### src/rtl/gray_count_decoder.sv
// Gray-to-binary decoder with step checking, wrap detection and lock tracking.
// Optional macro GRAY_DEC_INPUT_SYNC_EN adds an input synchronizer for cross-domain Gray inputs.
`timescale 1ns/1ps

module gray_count_decoder #(
  parameter int WIDTH     = 8,
  parameter int ERR_LIMIT = 4
) (
  input  logic             clk,
  input  logic             reset,
  input  logic [WIDTH-1:0] gray_in,
  input  logic             sample_en,
  output logic [WIDTH-1:0] bin_out,
  output logic             bin_valid,
  output logic             wrap,
  output logic             step_err,
  output logic             locked,
  output logic [7:0]       err_count
);

  typedef enum logic {
    IDLE   = 1'b0,
    LOCKED = 1'b1
  } state_t;

  localparam logic [WIDTH-1:0] MAX_VAL = '1;
  localparam logic [WIDTH-1:0] ONE     = WIDTH'(1);
  localparam logic [7:0]       LIMIT   = 8'(ERR_LIMIT);

  logic [WIDTH-1:0] g_reg;
  logic             s1_valid_reg;

`ifdef GRAY_DEC_INPUT_SYNC_EN
  // First synchronizer flop is free-running; stage 1 acts as the second flop,
  // so gray_in change to bin_valid spans three edges.
  logic [WIDTH-1:0] sync_reg;
  logic             se_reg;

  always_ff @(posedge clk or posedge reset) begin
    if (reset) begin
      sync_reg     <= '0;
      se_reg       <= 1'b0;
      g_reg        <= '0;
      s1_valid_reg <= 1'b0;
    end else begin
      sync_reg     <= gray_in;
      se_reg       <= sample_en;
      s1_valid_reg <= se_reg;
      if (se_reg)
        g_reg <= sync_reg;
    end
  end
`else
  always_ff @(posedge clk or posedge reset) begin
    if (reset) begin
      g_reg        <= '0;
      s1_valid_reg <= 1'b0;
    end else begin
      s1_valid_reg <= sample_en;
      if (sample_en)
        g_reg <= gray_in;
    end
  end
`endif

  // Each binary bit is the XOR of all Gray bits at or above it.
  logic [WIDTH-1:0] bin_dec;
  generate
    for (genvar gi = 0; gi < WIDTH; gi++) begin : g_dec
      assign bin_dec[gi] = ^g_reg[WIDTH-1:gi];
    end
  endgenerate

  state_t           state_reg, state_next;
  logic [WIDTH-1:0] prev_reg, prev_next;
  logic [7:0]       consec_reg, consec_next;
  logic [7:0]       err_reg, err_next;
  logic [WIDTH-1:0] bin_reg, bin_next;
  logic             valid_reg, valid_next;
  logic             wrap_reg, wrap_next;
  logic             step_reg, step_next;
  logic [WIDTH-1:0] delta;

  assign delta = bin_dec - prev_reg;

  always_comb begin
    state_next  = state_reg;
    prev_next   = prev_reg;
    consec_next = consec_reg;
    err_next    = err_reg;
    bin_next    = bin_reg;
    valid_next  = 1'b0;
    wrap_next   = 1'b0;
    step_next   = 1'b0;
    if (s1_valid_reg) begin
      bin_next   = bin_dec;
      valid_next = 1'b1;
      prev_next  = bin_dec;
      case (state_reg)
        IDLE: begin
          state_next  = LOCKED;
          consec_next = '0;
        end
        LOCKED: begin
          if (delta == '0 || delta == ONE) begin
            consec_next = '0;
            wrap_next   = (prev_reg == MAX_VAL) && (bin_dec == '0);
          end else begin
            step_next = 1'b1;
            if (err_reg != 8'hFF)
              err_next = err_reg + 8'd1;
            // consec_reg stays below LIMIT, so the increment cannot overflow
            if (consec_reg + 8'd1 >= LIMIT) begin
              state_next  = IDLE;
              consec_next = '0;
            end else begin
              consec_next = consec_reg + 8'd1;
            end
          end
        end
        default: state_next = IDLE;
      endcase
    end
  end

  always_ff @(posedge clk or posedge reset) begin
    if (reset) begin
      state_reg  <= IDLE;
      prev_reg   <= '0;
      consec_reg <= '0;
      err_reg    <= '0;
      bin_reg    <= '0;
      valid_reg  <= 1'b0;
      wrap_reg   <= 1'b0;
      step_reg   <= 1'b0;
    end else begin
      state_reg  <= state_next;
      prev_reg   <= prev_next;
      consec_reg <= consec_next;
      err_reg    <= err_next;
      bin_reg    <= bin_next;
      valid_reg  <= valid_next;
      wrap_reg   <= wrap_next;
      step_reg   <= step_next;
    end
  end

  assign bin_out   = bin_reg;
  assign bin_valid = valid_reg;
  assign wrap      = wrap_reg;
  assign step_err  = step_reg;
  assign locked    = (state_reg == LOCKED);
  assign err_count = err_reg;

endmodule
### config.mk
export PLATFORM = sky130hd
export DESIGN_NAME = gray_count_decoder
export DESIGN_NICKNAME = d
export VERILOG_FILES = /design/src/rtl/gray_count_decoder.sv
export SDC_FILE = /design/constraint.sdc
export NUM_CORES = 1
export LEC_CHECK = 0
export ABC_AREA = 1
export BUFFER_PORTS_ARGS = -buffer_cell sky130_fd_sc_hd__buf_2
export CORE_MARGIN = 1.5
export CORE_UTILIZATION = 35
export CTS_BUF_LIST = sky130_fd_sc_hd__clkbuf_4 sky130_fd_sc_hd__clkbuf_8
export CTS_CLUSTER_DIAMETER = 40
export DETAILED_ROUTE_END_ITERATION = 16
export PLACE_DENSITY = 0.64
export SYNTH_ARGS = -nofsm -noshare
export SYNTH_HDL_FRONTEND = slang
export SYNTH_SLANG_ARGS = --single-unit
### constraint.sdc
create_clock -name clk -period 7.7 [get_ports clk]
set_input_delay 0.385 -clock clk [delete_from_list [all_inputs] [get_ports clk]]
set_output_delay 0.385 -clock clk [all_outputs]
set_load 0.03 [all_outputs]
==> results.json <==
{
  "synth_flop_cell": "dfrtp_1",
  "io_pins": 31,
  "rows": 28,
  "synth.cell_area_sq_um": 2210,
  "die_x_microns": 82.5,
  "synth_fp_nets": 300,
  "combPwrFrac_pct": 49.6,
  "relSlewSlack_pct": 62.2,
  "clock_latency_ns": 0.29,
  "route.detailed.drc": 0,
  "cts_tree": "yes",
  "cts_max_path_buffers": 2,
  "final_nets": 333,
  "htree_levels": 2,
  "p_int_mw": 0.441,
  "cts_setup_buffers": 0,
  "rsz0062_at_grt": "no",
  "die-area_sq_um": 6800,
  "yosys_warnings": 0,
  "yosysSeqAreaShare_pct": 41.9,
  "cts_resized": 0,
  "vias": 1773,
  "async_flop_share_pct": 100,
  "grt_max_degree": 38,
  "dp_hpwl_microns": 3350,
  "startpoint_type": "flip-flop",
  "p_leak_nw": 1.35,
  "ys_ff_latch": 37,
  "synth-edff-count": 0,
  "cts_made_buffers": 5,
  "fin_skew_ns": 0.0108,
  "drtIter0Drc": 42,
  "worstPathMaxFanout": 12,
  "placed_cell_area_sq_um": 2430,
  "syn_inst": 277,
  "crit_required_ns": 7.89,
  "area_growth_pct": 14.2,
  "hold_viol": 0,
  "worst_pin_slew_ns": 0.567,
  "outcome": "finished clean",
  "path_clk_slew_ns": 0.08,
  "initial_core_util_pct": 36.9,
  "drt.antenna.violating_nets": 0,
  "fillers": 611,
  "wl_per_cell_microns": 11.3,
  "overflow": 0,
  "fin_area_sq_um": 2520,
  "ir_drop_mv": 0.125,
  "p_seq_share_pct": 33.2,
  "drv_cap": 0,
  "synth.distinct_cells": 29,
  "power.switching_mw": 0.374,
  "chipHeight_microns": 82.5,
  "antenna_cells": 0,
  "first_global_vias": 1635,
  "drive_gt1_share_pct": 18.7,
  "grt_first_pass_wirelength_microns": 7410,
  "place_congestion": 0.837,
  "coreArea_sq_um": 5990,
  "port-buffer-count": 30,
  "critPathArrivalTime_ns": 3.40,
  "setup_tns_ns": 0,
  "setup_viol": 0,
  "viasPerCell": 4.61,
  "fmax_mhz": 312,
  "hold_buffers": 0,
  "fin_crit_ns": 3.21,
  "wl_microns": 4340,
  "firstDrtPassIters": 4,
  "hold_path.class": "in2async",
  "grt_use_total_pct": 14.6,
  "cts_root_buf": "clkbuf_8",
  "cellPowerDensity_nw_per_um2": 323,
  "critPathCaptureType": "flip-flop",
  "pwr-share-clk_pct": 17.1,
  "postSynthAreaPerCell_sq_um": 7.98,
  "worstSetupPathType": "reg2reg",
  "cts.sinks": 37,
  "finalMaxSlewViolations": 0,
  "swShare_pct": 45.8,
  "fin_crit_sh_pct": 41.7,
  "antenna_found_initial": 0
}
## power groups by stage
stage | Sequential, mW | Combinational [mW] | Clock [mW]
after global placement | 0.276 | 0.400 | 0
after CTS | 0.271 | 0.407 | 0.145
after floorplan | 0.319 | 0.271 | 0
after detailed placement | 0.275 | 0.405 | 0
after global routing | 0.277 | 0.458 | 0.155
final | 0.271 | 0.405 | 0.140
## per-stage QoR
step | setup slack (ns) | utilization (%) | hold slack, ns | instances | power [mW]
after global placement | 4.59 | 40.6 | 0.478 | 378 | 0.675
after floorplan | 4.76 | - | 0.349 | 277 | 0.589
after detailed placement | 4.47 | 40.6 | 0.482 | 378 | 0.680
final | 4.49 | 42.1 | 0.191 | 385 | 0.815
after global routing | 4.16 | 42.1 | 0.232 | 385 | 0.890
after CTS | 4.47 | 42.1 | 0.209 | 385 | 0.823
## cell families after synthesis
group,after synthesis,synth area share [%]
mux,4,2.04
fa+ha+maj,12,7.13
buf+inv,50,8.89
compound gates,18,4.25
flops,37,41.9
simple gates,140,28.8
xor+xnor,16,7.02
## cells in the mapped netlist (4+ instances only)
| master | instances | area share, % |
|---|---|---|
| nor3_1 | 4 | 0.91 |
| nor2_1 | 14 | 2.4 |
| inv_1 | 43 | 7.3 |
| xor2_1 | 6 | 2.4 |
| xnor2_1 | 8 | 3.2 |
| nand3_1 | 14 | 3.2 |
| mux2_2 | 4 | 2.0 |
| nand2_1 | 82 | 14 |
| nand4_1 | 13 | 3.7 |
| dfrtp_1 | 37 | 42 |
| o21ai_0 | 14 | 3.2 |
| ha_1 | 11 | 6.2 |
## worst max-delay path: stages (launching register included)
cell,delay [ns]
dfrtp_1,0.41
inv_1,0.09
ha_1,0.32
nand3b_1,0.18
nand2_2,0.12
xor2_2,0.23
xnor2_1,0.17
inv_1,0.06
ha_1,0.17
inv_1,0.10
fa_1,0.41
nor2_1,0.11
nand2_1,0.08
nor2_2,0.09
nand2_2,0.07
nor2_4,0.12
nand2_4,0.11
nand2_1,0.11
inv_1,0.07
nand2_1,0.06
nand2_1,0.04
## layout make-up
class | instances | area, sq um | area share [%]
Multi-Input combinational cell | 190 | 1090 | 43.1
Inverter | 45 | 169 | 6.69
Sequential cell | 37 | 926 | 36.7
Clock inverter | 1 | 7.51 | 0.297
Clock buffer | 6 | 82.6 | 3.27
Timing Repair Buffer | 31 | 158 | 6.25
Tap cell | 75 | 93.8 | 3.72
## placed cells by master (no fill, tap or decap), types with 8 or more instances in the layout
cell type	count
nand2_1	82
nand3_1	14
inv_1	43
ha_1	11
dfrtp_1	37
o21ai_0	14
xnor2_1	8
nand4_1	13
nor2_1	14
buf_2	30
## worst paths after layout
| path | cells past startpoint | to | from | slack, ns |
|---|---|---|---|---|
| max in group asynchronous | 3 | consec_reg[4]$_DFFE_PP0P_ | reset | 7.18 |
| min reg2reg | 2 | consec_reg[7]$_DFFE_PP0P_ | consec_reg[7]$_DFFE_PP0P_ | 0.49 |
| max reg2reg | 20 | consec_reg[0]$_DFFE_PP0P_ | g_reg[7]$_DFFE_PP0P_ | 4.49 |
| min | 3 | g_reg[2]$_DFFE_PP0P_ | reset | 0.19 |
| min in group clk | 3 | g_reg[4]$_DFFE_PP0P_ | gray_in[4] | 0.30 |
| max | 20 | consec_reg[0]$_DFFE_PP0P_ | g_reg[7]$_DFFE_PP0P_ | 4.49 |
## routing by layer
| metal | share of wire (%) | global-route usage (%) | vias to the layer above |
|---|---|---|---|
| met1 | 49 | 19.7 | 796 |
| li1 | - | - | 931 |
| met5 | 0 | 0 | - |
| met4 | 2.1 | 5.93 | 0 |
| met2 | 45 | 22.0 | 37 |
| met3 | 4.8 | 3.96 | 9 |
No activity file was read; power rests on OpenSTA's default activity.
